$ cat config.mk
export PLATFORM = sky130hd
export DESIGN_NAME = univ_shift_reg
export DESIGN_NICKNAME = d
export VERILOG_FILES = /design/src/rtl/shift_reg_pkg.sv /design/src/rtl/shift_frame_counter.sv /design/src/rtl/univ_shift_reg.sv
export SDC_FILE = /design/constraint.sdc
export NUM_CORES = 1
export LEC_CHECK = 0
export ABC_AREA = 1
export ABC_CLOCK_PERIOD_IN_PS = 1150
export CAP_MARGIN = 20
export CORE_AREA = 5 5 42 44
export CTS_CLUSTER_SIZE = 30
export DETAILED_ROUTE_END_ITERATION = 10
export DIE_AREA = 0 0 47 49
export HOLD_SLACK_MARGIN = 0.1
export PLACE_DENSITY = 0.73
export SLEW_MARGIN = 20
export SYNTH_ARGS = -nofsm -noshare
export SYNTH_HDL_FRONTEND = slang
export SYNTH_HIERARCHICAL = 1
export SYNTH_SLANG_ARGS = --single-unit
$ cat constraint.sdc
create_clock -name fastClk -period 1.15 [get_ports fastClk]
set_input_delay 0.345 -clock fastClk [delete_from_list [all_inputs] [get_ports fastClk]]
set_output_delay 0.345 -clock fastClk [all_outputs]
set_load 0.05 [all_outputs]
$ cat src/rtl/shift_reg_pkg.sv
// shift_reg_pkg: shared mode encoding and limits for the universal shift register
package shift_reg_pkg;
  typedef enum logic [1:0] {MODE_HOLD, MODE_SHL, MODE_SHR, MODE_LOAD} shift_mode_t;
  localparam int MIN_DATA_WIDTH = 2;
endpackage

$ cat src/rtl/shift_frame_counter.sv
// shift_frame_counter: counts shifts modulo DATA_WIDTH and pulses once per completed frame
module shift_frame_counter #(
  parameter int DATA_WIDTH = 4,
  parameter int CNT_WIDTH = $clog2(DATA_WIDTH)
) (
  input  logic                 fastClk,
  input  logic                 reset,
  input  logic                 inc,
  input  logic                 clr,
  output logic [CNT_WIDTH-1:0] count,
  output logic                 wrapPulse
);
  localparam logic [CNT_WIDTH-1:0] LAST = CNT_WIDTH'(DATA_WIDTH - 1);
  logic wrap;
  assign wrap = inc && !clr && count == LAST;
  always_ff @(posedge fastClk) begin
    if (reset) begin
      count <= '0;
      wrapPulse <= 1'b0;
    end else begin
      wrapPulse <= wrap;
      count <= (clr || wrap) ? '0 : inc ? count + 1'b1 : count;
    end
  end
endmodule

$ cat src/rtl/univ_shift_reg.sv
// univ_shift_reg: hold/shift-left/shift-right/load register with serial taps and frame pulse
module univ_shift_reg
  import shift_reg_pkg::*;
#(
  parameter int DATA_WIDTH = 4,
  parameter int CNT_WIDTH = $clog2(DATA_WIDTH)
) (
  input  logic                  fastClk,
  input  logic                  reset,
  input  logic                  shiftEn,
  input  logic [1:0]            mode,
  input  logic                  serInLsb,
  input  logic                  serInMsb,
  input  logic [DATA_WIDTH-1:0] loadData,
  output logic [DATA_WIDTH-1:0] dataOut,
  output logic                  serOutMsb,
  output logic                  serOutLsb,
  output logic [CNT_WIDTH-1:0]  bitCount,
  output logic                  frameDone
);
  if (DATA_WIDTH < MIN_DATA_WIDTH) begin : g_bad_width
    $error("univ_shift_reg: DATA_WIDTH must be >= %0d", MIN_DATA_WIDTH);
  end
  logic [DATA_WIDTH-1:0] data_next;
  logic shl, shr, load;
  assign shl  = shiftEn && mode == MODE_SHL;
  assign shr  = shiftEn && mode == MODE_SHR;
  assign load = shiftEn && mode == MODE_LOAD;
  always_comb begin
    data_next = shl  ? {dataOut[DATA_WIDTH-2:0], serInLsb} :
                shr  ? {serInMsb, dataOut[DATA_WIDTH-1:1]} :
                load ? loadData : dataOut;
  end
  always_ff @(posedge fastClk) begin
    if (reset) dataOut <= '0;
    else dataOut <= data_next;
  end
  assign serOutMsb = dataOut[DATA_WIDTH-1];
  assign serOutLsb = dataOut[0];
  shift_frame_counter #(.DATA_WIDTH(DATA_WIDTH), .CNT_WIDTH(CNT_WIDTH)) u_cnt (
    .fastClk  (fastClk),
    .reset    (reset),
    .inc      (shl || shr),
    .clr      (load),
    .count    (bitCount),
    .wrapPulse(frameDone)
  );
endmodule

## Word level (Yosys, flattened, before mapping)

Cells that the tools add are included.
Widths: inputs -> output; s select.

- Register bits after elaboration: 7

- Equal/unequal tests: 4
- Reduce and logical (&&, ||, !) cells: 10
- Add/sub/neg operators: 1
- Multiplexer cells: 3

Operators by type and width:

| kind | number |
|---|---|
| $mux 4 | 3 |
| $eq 2x2->1 const B | 3 |
| $logic_and 1x1->1 | 5 |
| $reduce_bool 3->1 | 1 |
| $add 2x1->2 const B | 1 |
| $eq 2x1->1 const B | 1 |
| $logic_or 1x1->1 | 2 |
| $reduce_or 2->1 | 1 |
| $logic_not 1->1 | 1 |

## Longest topological paths before layout

- Depth after elaboration: 7
- Depth in mapped cells: 7

## By module

The synthesis kept the hierarchy.

By module, submodules not included:

| module | cells each | sequential area each (um2) | times used | area each (um2) |
|---|---|---|---|---|
| univ_shift_reg | 50 | 80.1 | 1 | 315.3 |
| shift_frame_counter | 20 | 60.1 | 1 | 138.9 |

## Worst setup path after synthesis

OpenSTA, ideal clock, no wires.

- Path type: register -> register
- Start point: reg u_cnt.count[0]
- End point: reg u_cnt.count[1]
- Cell stages (with the launch flop): 6
- Required time: 1.038 ns
- Buffers on the path: 0
- Data arrival time: 1.171 ns
- Path slack: -0.133 ns
- Path through: dfxtp_1 > ha_1 > nand2_1 > inv_1 > nor2_1 > nor2_1

- Word-level cells in the longest chain between the ends: 4
- Elaborated cells on any way between the ends: 5
- Those cells by class: add/sub: 1; eq/ne: 1; reduce/logical: 3

RTL lines:

| element | RTL line | source |
|---|---|---|
| from (decl) | shift_frame_counter.sv:10 | `output logic [CNT_WIDTH-1:0] count,` |
| from (signal assigned) | shift_frame_counter.sv:22 | `count <= (clr \|\| wrap) ? '0 : inc ? count + 1'b1 : count;` |
| $eq 2x2->1 | shift_frame_counter.sv:15 | `assign wrap = inc && !clr && count == LAST;` |
| $logic_and 1x1->1 | shift_frame_counter.sv:15 |  |
| $logic_or 1x1->1 | shift_frame_counter.sv:22 |  |
| $reduce_or 2->1 (no line) | n/a |  |

Parallel ways exist; a longest one is shown, timed or not.
A chain may end at the register's enable or synchronous reset.

## Final worst setup path

- Start point: reg dataOut[3]
- End point: out serOutMsb

RTL lines:

| element | RTL line | source |
|---|---|---|
| from (decl) | univ_shift_reg.sv:15 | `output logic [DATA_WIDTH-1:0] dataOut,` |
| from (signal assigned) | univ_shift_reg.sv:36 | `else dataOut <= data_next;` |
| to (decl) | univ_shift_reg.sv:16 | `output logic serOutMsb,` |

No word-level cell between the ends.

==> flow_summary.yaml <==
yosys:
  syn_area_um2: 454
  syn_avg_cell_area_um2: 6.49
  synthDistinctLibCells: 16
  syn-num-nets: 82
  yosys_warnings: 6
  synthCells: 70
  ys_seq_area_share_pct: 30.9
  ys_seq_elements: 7
critical_path:
  cpPeakStageDelay_ns: 0.38
  path_max_fanout: 4
  path_cells: "buf_12"
  r2r_slack_ns: 0.17
  cpLargestDelayFamily: "flip-flops"
  worst_ep_required_time_ns: 0.81
  crit_path_end_kind: "output port"
  r2r_end: "u_cnt/count[1]"
  crit_buf_inv: 1
  critPathKind: "flop to output port"
  start_kind: "flop"
  reg2reg_depth: 5
  critPathSlowestCell: "dfxtp_4"
  r2r-start: "u_cnt/count[0]"
  critPathArrivalTime_ns: 0.77
sta:
  tightest_slew_ns: 0.240
  drv_slew: 0
  fmax_mhz: 898
  finalWorstPathRequiredPeriod_ns: 1.11
  setup_viol: 0
  fin_setup_tns_ns: 0
  fin_ws_ns: 0.0360
  finalCritPeriodShare_pct: 96.9
  skew_ns: 0.00311
  rsz0062_at_grt: "yes"
  slew_headroom_pct: 84.0
  hold_viol_final: 0
  hold_slack_ns: 0.507
min_path:
  hp-start: "dataOut[2]"
  holdPathStages: 2
  min_path_type: "flop to flop"
  holdPathEnd: "dataOut[2]"
power_and_ir_drop:
  power_frac_seq_pct: 35.9
  pwr-share-clk_pct: 28.5
  powerDensity_nw_per_um2: 947
  comb_power_share_pct: 35.7
  cellInternalPower_uw: 527
  sw_frac_of_total_pct: 32.6
  p_leak_uw: 0.000390
  p_switching_uw: 255
  ir_worst_vdd_uv: 506
cts:
  numCtsBuffers: 3
  htreeDepth: 1
  post_cts_buffers: 0
  cts_tree: "yes"
  clk_pin_slew_ns: 0.05
  cts.sinks: 7
  clockRootBuffer: "clkbuf_4"
  insertion_delay_ns: 0.25
  cts_buffer_depth: 2
detailed_routing:
  drc: 0
  viasPerCell: 4.63
  vias: 519
  drtAntennaViolNets: 0
  post_drt_wl_per_cell_um: 10.2
  drt-total-wl_um: 1140
  firstDrtPassIters: 4
  drt-initial-drc-count: 23
global_routing:
  grt_max_degree: 9
  grt_pass1_wl_um: 1760
  overflow: 0
  grt.total_usage_pct: 10.8
  grt_pass1_vias: 430
  antenna_found_initial: 0
floorplanning:
  die_x_um: 47
  die-area_um2: 2300
  core_um2: 1400
  start_util_pct: 32.4
  num_io_pins: 20
  fp.dieH_um: 49
  rows: 14
place:
  gp_congestion: 0.806
  io_buffer_count: 19
  dp_hpwl_um: 926
  pre_cts_ws_ns: -0.515
  dp.cells: 108
cells_and_area:
  stdcell_count: 112
  nets: 109
  num_antenna_cells: 0
  drive_above_1_share_pct: 33.3
  syn_to_final_growth_pct: 81.8
  fillers: 131
outcome:
  outcome: "completed"
run:
  max-cap-violations: 0
[cell families (layout without fill, tap and decap cells)]
kind of cell / Yosys count / after routing / share of synthesized area, %
AO/OA/AOI/OAI: 8 / 8 / 9.64
buffers and inverters: 15 / 41 / 14.9
adder cells (fa/ha/maj): 1 / 1 / 2.75
AND/OR/NAND/NOR: 39 / 39 / 41.9
flip-flops: 7 / 7 / 30.9
[timing repair]
action | in CTS | in global routing
gates cloned | 0 | 0
pin swaps | 0 | 0
resized for setup | 8 | 4
hold buffers | 0 | 0
setup endpoints to repair | 13 | 4
[layout make-up]
cell class              instances  area (um2)  share of cell area (%)
multi-input cells              48         254                    30.8
repair buffers                 25         323                    39.1
inverters                      12        45.0                    5.45
flip-flops and latches          7         158                    19.1
well taps                      16        20.0                    2.42
clock buffers                   4        26.3                    3.18
[per-layer routing]
metal / share of wire, % / vias to the layer above / track usage (%) / wire length, um
met5: 0 / - / 0 / 0
met1: 40 / 226 / 13.0 / 455
met4: 1.2 / 0 / 9.68 / 14
met2: 48 / 19 / 14.5 / 552
met3: 10 / 2 / 3.32 / 117
li1: - / 272 / - / -
[cells in the mapped netlist]
library cell / n / area share [%]
nand3_4: 1 / 3.9
nor3_2: 1 / 2.2
nand4_1: 4 / 5.5
inv_1: 9 / 7.4
ha_1: 1 / 2.8
or2_1: 1 / 1.4
dfxtp_1: 7 / 31
inv_2: 3 / 2.5
buf_4: 3 / 5.0
nand3_2: 1 / 2.2
nand3_1: 4 / 4.4
nand2_1: 17 / 14
nor2_1: 10 / 8.3
o21ai_2: 1 / 1.9
o21ai_0: 3 / 3.3
a21oi_1: 4 / 4.4
[cell usage in the layout, fill, tap and decap left out, types with 3 or more instances in the layout]
master           count
a21oi_1              4
buf_12               9
buf_4                6
clkbuf_4             3
clkdlybuf4s50_1      7
dfxtp_4              4
inv_1                9
inv_2                3
nand2_1             16
nand3_1              4
nand4_1              4
nor2_1              10
o21ai_0              3
[worst max-delay path by stage]
stage	from	slack, ns	cells past startpoint	end
after floorplan	dataOut[1]	0.05	4	dataOut[0]
after global placement	mode[0]	-0.49	7	u_cnt/count[0]
after detailed placement	mode[0]	-0.51	7	u_cnt/count[0]
after CTS	dataOut[2]	0.01	1	dataOut[2]
after global routing	mode[0]	-0.007	7	u_cnt/count[0]
final	dataOut[3]	0.04	1	serOutMsb
[through the flow]
stage                     util, %  total power [uW]  cell area, um2
after floorplan                 -               420             459
after global placement       55.8               566             782
after detailed placement     55.8               569             782
after CTS                    58.1               800             815
after global routing         58.9               832             826
final                        58.9               782             826
[power groups by stage]
stage / logic (uW) / registers, uW / clock network, uW
after global routing: 296 / 284 / 252
final: 279 / 281 / 222
after detailed placement: 280 / 289 / 0
after CTS: 279 / 284 / 238
after global placement: 277 / 289 / 0
after floorplan: 96.5 / 324 / 0
[registers in the layout (all words and copies together), names as in the netlist]
name / count
dataOut: 4
u_cnt/count: 2
u_cnt/wrapPulse: 1
Power figures use the tool's default switching activity.
